[src/rtl/cpu7_csr_timer_array.sv]
// rtl/cpu7_csr_timer_array.sv - multi-channel countdown timer CSR block with LIE mask and pending status
module cpu7_csr_timer_array #(
    parameter int unsigned         NTIMER    = 4,
    parameter int unsigned         TIMER_BIT = 32,
    parameter int unsigned         GRLEN     = 32,
    parameter int unsigned         CSR_BIT   = 14,
    parameter logic [CSR_BIT-1:0]  BASE      = 14'h41
) (
    input  logic                clk,
    input  logic                resetn,
    input  logic [CSR_BIT-1:0]  csr_raddr,
    output logic [GRLEN-1:0]    csr_rdata,
    input  logic [CSR_BIT-1:0]  csr_waddr,
    input  logic [GRLEN-1:0]    csr_wdata,
    input  logic [GRLEN-1:0]    csr_mask,
    input  logic                csr_wen,
    input  logic                crmd_ie,
    output logic [NTIMER-1:0]   timer_intr_vec,
    output logic                csr_ecl_timer_intr
);

    localparam int unsigned CW = TIMER_BIT + 2;
    localparam int unsigned WW = (CW > GRLEN) ? CW : GRLEN;
    localparam logic [CSR_BIT-1:0] LIE_ADDR = BASE + CSR_BIT'(4 * NTIMER);
    localparam logic [CSR_BIT-1:0] ISR_ADDR = BASE + CSR_BIT'(4 * NTIMER + 1);

    typedef enum logic [1:0] {
        ST_IDLE = 2'd0,
        ST_RUN  = 2'd1,
        ST_DONE = 2'd2
    } state_e;

    logic [CW-1:0]        tcfg_q [NTIMER];
    logic [CW-1:0]        tcfg_d [NTIMER];
    logic [TIMER_BIT-1:0] cnt_q  [NTIMER];
    logic [TIMER_BIT-1:0] cnt_d  [NTIMER];
    state_e               st_q   [NTIMER];
    state_e               st_d   [NTIMER];
    logic [NTIMER-1:0]    pend_q, pend_d;
    logic [NTIMER-1:0]    lie_q, lie_d;

    // Write data is widened so INITVAL fields wider than the bus simply keep their upper bits.
    logic [WW-1:0] wdata_x, mask_x;
    logic          unused_wbits;

    assign wdata_x      = WW'(csr_wdata);
    assign mask_x       = WW'(csr_mask);
    assign unused_wbits = ^{wdata_x, mask_x};

    function automatic logic [CSR_BIT-1:0] reg_addr(input int k, input int sub);
        return BASE + CSR_BIT'(4 * k + sub);
    endfunction

    always_comb begin
        logic [CW-1:0] cfg_new;
        lie_d  = lie_q;
        pend_d = pend_q;
        for (int k = 0; k < NTIMER; k++) begin
            cfg_new  = '0;
            tcfg_d[k] = tcfg_q[k];
            cnt_d[k]  = cnt_q[k];
            st_d[k]   = st_q[k];

            // Clear is evaluated before expiry so a same-cycle expiry wins.
            if (csr_wen && csr_waddr == reg_addr(k, 2) && csr_wdata[0] && csr_mask[0]) begin
                pend_d[k] = 1'b0;
            end

            case (st_q[k])
                ST_RUN: begin
                    if (cnt_q[k] != '0) begin
                        cnt_d[k] = cnt_q[k] - TIMER_BIT'(1);
                    end else begin
                        pend_d[k] = 1'b1;
                        if (tcfg_q[k][1]) begin
                            cnt_d[k] = tcfg_q[k][CW-1:2];
                        end else begin
                            st_d[k] = ST_DONE;
                        end
                    end
                end
                ST_DONE: cnt_d[k] = '0;
                default: ;
            endcase

            // Any TCFG write restarts the channel from the post-write configuration.
            if (csr_wen && csr_waddr == reg_addr(k, 0)) begin
                cfg_new   = (tcfg_q[k] & ~mask_x[CW-1:0]) | (wdata_x[CW-1:0] & mask_x[CW-1:0]);
                tcfg_d[k] = cfg_new;
                cnt_d[k]  = cfg_new[CW-1:2];
                st_d[k]   = cfg_new[0] ? ST_RUN : ST_IDLE;
            end
        end
        if (csr_wen && csr_waddr == LIE_ADDR) begin
            lie_d = (lie_q & ~csr_mask[NTIMER-1:0]) | (csr_wdata[NTIMER-1:0] & csr_mask[NTIMER-1:0]);
        end
    end

    always_ff @(posedge clk or negedge resetn) begin
        if (!resetn) begin
            for (int k = 0; k < NTIMER; k++) begin
                tcfg_q[k] <= '0;
                cnt_q[k]  <= '0;
                st_q[k]   <= ST_IDLE;
            end
            pend_q <= '0;
            lie_q  <= '0;
        end else begin
            for (int k = 0; k < NTIMER; k++) begin
                tcfg_q[k] <= tcfg_d[k];
                cnt_q[k]  <= cnt_d[k];
                st_q[k]   <= st_d[k];
            end
            pend_q <= pend_d;
            lie_q  <= lie_d;
        end
    end

    always_comb begin
        csr_rdata = '0;
        for (int k = 0; k < NTIMER; k++) begin
            if (csr_raddr == reg_addr(k, 0)) begin
                csr_rdata = GRLEN'(tcfg_q[k]);
            end else if (csr_raddr == reg_addr(k, 1)) begin
                csr_rdata = GRLEN'(cnt_q[k]);
            end
        end
        if (csr_raddr == LIE_ADDR) begin
            csr_rdata = GRLEN'(lie_q);
        end else if (csr_raddr == ISR_ADDR) begin
            csr_rdata = GRLEN'(pend_q);
        end
    end

    assign timer_intr_vec     = pend_q & lie_q;
    assign csr_ecl_timer_intr = (|timer_intr_vec) & crmd_ie;

endmodule

[config.mk]
export PLATFORM = sky130hd
export DESIGN_NAME = cpu7_csr_timer_array
export DESIGN_NICKNAME = d
export VERILOG_FILES = /design/src/rtl/cpu7_csr_timer_array.sv
export SDC_FILE = /design/constraint.sdc
export NUM_CORES = 1
export LEC_CHECK = 0
export CAP_MARGIN = 40
export CORE_UTILIZATION = 30
export CTS_CLUSTER_DIAMETER = 80
export DETAILED_ROUTE_END_ITERATION = 6
export PLACE_DENSITY = 0.48
export SLEW_MARGIN = 20
export SYNTH_ARGS = -nofsm -noshare
export SYNTH_HDL_FRONTEND = slang
export SYNTH_SLANG_ARGS = --single-unit
[constraint.sdc]
create_clock -name clk -period 3.1 [get_ports clk]
set_input_delay 0.465 -clock clk [delete_from_list [all_inputs] [get_ports clk]]
set_output_delay 0.465 -clock clk [all_outputs]
set_load 0.05 [all_outputs]
==> impl_metrics.toml <==
[hold_path]
min_path_type = "input pin to async pin"

[synthesis]
synth-edff-count = 0
netlist_area_mm2 = 0.0184
synth_cell_types = 74
yosysWarnings = 0
synthFlopType = "dfrtp_1"
syn_avg_cell_area_um2 = 7.82
ys_ff_latch = 272
seq_area_frac_synth = 0.371
asyncSetResetFlopFracSynth = 1.00
synthCells = 2347
syn_nets = 2451

[route]
drt_iter0_markers = 2885
final_antenna_net_count = 0
vias_per_cell = 6.12
first_pass_iters = 6
drcViolationCount = 0
vias = 21700
postRouteWirelength_um = 109000
wl_per_cell_um = 30.9

[finish]
layout-drive-gt1-share = 0.257
layout.cells.non_filler = 3545
syn_to_final_growth_pct = 42.2
fin_util = 0.432
stdcell_area_mm2 = 0.0261
final_nets = 2842
diodes = 0

[place]
portBuffers = 132
place_inst = 3420
place_hpwl_um = 82600
place_area_mm2 = 0.0235
dpl_worst_slack_ps = -552
place.gp.congestion = 1.05

[global_route]
grt.overflow.total = 0
antenna_found_initial = 3
grt_max_degree = 64
grt_pass1_vias = 20200
grt_pass1_wl_um = 155000
grt_use_total = 0.347

[critical_path]
rr_endpoint = "cnt_q[27]"
critPathCaptureType = "primary output"
slowest_delay_ps = 570
slowest_stage = "or4b_4"
cp-start-kind = "input pin"
cp_data_arrival_time_ps = 2620
cp_data_required_time_ps = 2630
crit_chain = "buf_6, or4b_4, nor2_4, buf_6, nand2_8, buf_6, nor2_4, buf_6, buf_12, a221oi_4, nor3_4, buf_6"
reg2reg_from = "cnt_q[7]"
crit_top_cell = "buf_6"
reg2reg_slack_ps = 90
path_class = "input pin to primary output"
rr_worst_depth = 6
worst-path-max-fanout = 6

[floorplan]
io_pins = 133
dieArea_mm2 = 0.0622
die_width_um = 249
die_h_um = 249
start_util = 0.304
rows = 90
fp.coreArea_mm2 = 0.0604

[cts]
clock_sinks = 272
cts_tree = "yes"
cts_root_buffer = "clkbuf_16"
cts.clk_slew.worst_paths_ps = 60
clock_path_buffers = 3
cts.htree.levels = 2
cts_buffers = 38
clk-insertion-delay-late_ps = 580

[timing]
maxSlewHeadroom = 0.400
finalHoldViolCount = 0
period_needed_ps = 3080
setup_viol = 0
whs_ps = 434
finalSetupTns_ps = 0
worst_pin_slew_ps = 897
finalCritPeriodShare = 0.995
rsz0062_at_grt = "yes"
max_freq_mhz = 324
setup_ws_ps = 16.4
slew_violations = 0
clock_skew_ps = 15.7

[pwr]
p_leak_nw = 11.6
peakVddDrop_mv = 0.322
p_total_mw = 12.3
powerDensity_mw_per_mm2 = 473

[run]
max_cap_viol_count = 0

[status]
status = "finished clean"
[logic make-up (layout without fill, tap and decap cells)]
| group | count (synthesis) | count (layout) | synth area share |
|---|---|---|---|
| multiplexers | 64 | 64 | 0.0378 |
| AND/OR/NAND/NOR | 820 | 820 | 0.212 |
| buffers and inverters | 291 | 707 | 0.0607 |
| flip-flops | 272 | 272 | 0.371 |
| XOR/XNOR | 57 | 57 | 0.0272 |
| adder cells (fa/ha/maj) | 8 | 8 | 0.00546 |
| AO/OA/AOI/OAI | 835 | 835 | 0.286 |
[routing by layer]
metal  global-route usage  part of all wire  up-vias
met3               0.0603             0.099      216
met5                    0           0.00030        -
met2                0.517              0.43     1283
met4                0.144             0.046        4
li1                     -                 -     9416
met1                0.494              0.43    10800
[worst max path at each step]
stage	slack, ps	to	from	cells after the start
global route	-20	csr_rdata[7]	csr_raddr[4]	13
CTS	-30	csr_rdata[8]	csr_raddr[5]	12
detailed placement	-550	csr_rdata[26]	csr_raddr[4]	10
global placement	-540	csr_rdata[26]	csr_raddr[4]	10
finish	20	csr_rdata[26]	csr_raddr[4]	12
floorplan	-80	csr_rdata[29]	csr_raddr[4]	6
[power by group]
part	switching (mW)	internal, mW	total [mW]
Clock	1.88	2.89	4.78
Sequential	0.155	3.64	3.80
Combinational	2.25	1.51	3.76
Total	4.29	8.04	12.3
[flip-flops by register name, summed over array words and instances (netlist names), named ones only]
| register | flops |
|---|---|
| tcfg_q | 124 |
| st_q | 8 |
| pend_q | 4 |
| cnt_q | 128 |
[critical path: cells and delay by family]
kind / cells / cell delay, ps
AOI/OAI and AO/OA: 1 / 80
buffers and inverters: 6 / 830
and+or+nand+nor: 5 / 1230
[cells in the final DEF, fill, tap and decap left out, types with 42 or more instances in the layout]
cell and instances:
nor2_1 217, dfrtp_1 272, mux2_2 42, nand2_1 263, nand3_1 61, buf_4 335
inv_1 112, clkbuf_16 42, buf_12 57, clkdlybuf4s50_1 85, o21ai_0 251, nor4_1 42
o211ai_1 44, a21oi_1 193, a31oi_1 53
[cell type report]
type                       instances  area (um2)
multi-input combinational       1784       11400
clock buffer                      56        1150
inverter                         112         420
fill                            6060       34300
tap                              782         978
sequential                       272        6810
timing repair buffer             530        5210
clock inverter                     9         149
[timing repair]
action                                  4_1_cts  5_1_grt
pin swaps                                    35       25
endpoints found under the setup margin       33       38
gates cloned                                  8        1
endpoints found under the hold margin        53        0
setup buffers                                39       14
hold buffers                                  1        0
resized for setup                           128       31
[cell usage after synthesis (36+ instances only)]
library cell  count  share of area
a21oi_1         200          0.055
a221oi_1         36          0.017
a31o_2           41          0.020
a31oi_1          54          0.018
clkbuf_1        156          0.032
dfrtp_1         272           0.37
inv_1           112          0.023
mux2_2           42          0.026
nand2_1         268          0.055
nand3_1          65          0.018
nor2_1          224          0.046
nor3_1           62          0.017
nor4_1           44          0.015
o211ai_1         44          0.018
o21ai_0         256          0.070
o22ai_1          42          0.014
(Power assumes the default switching activity.)
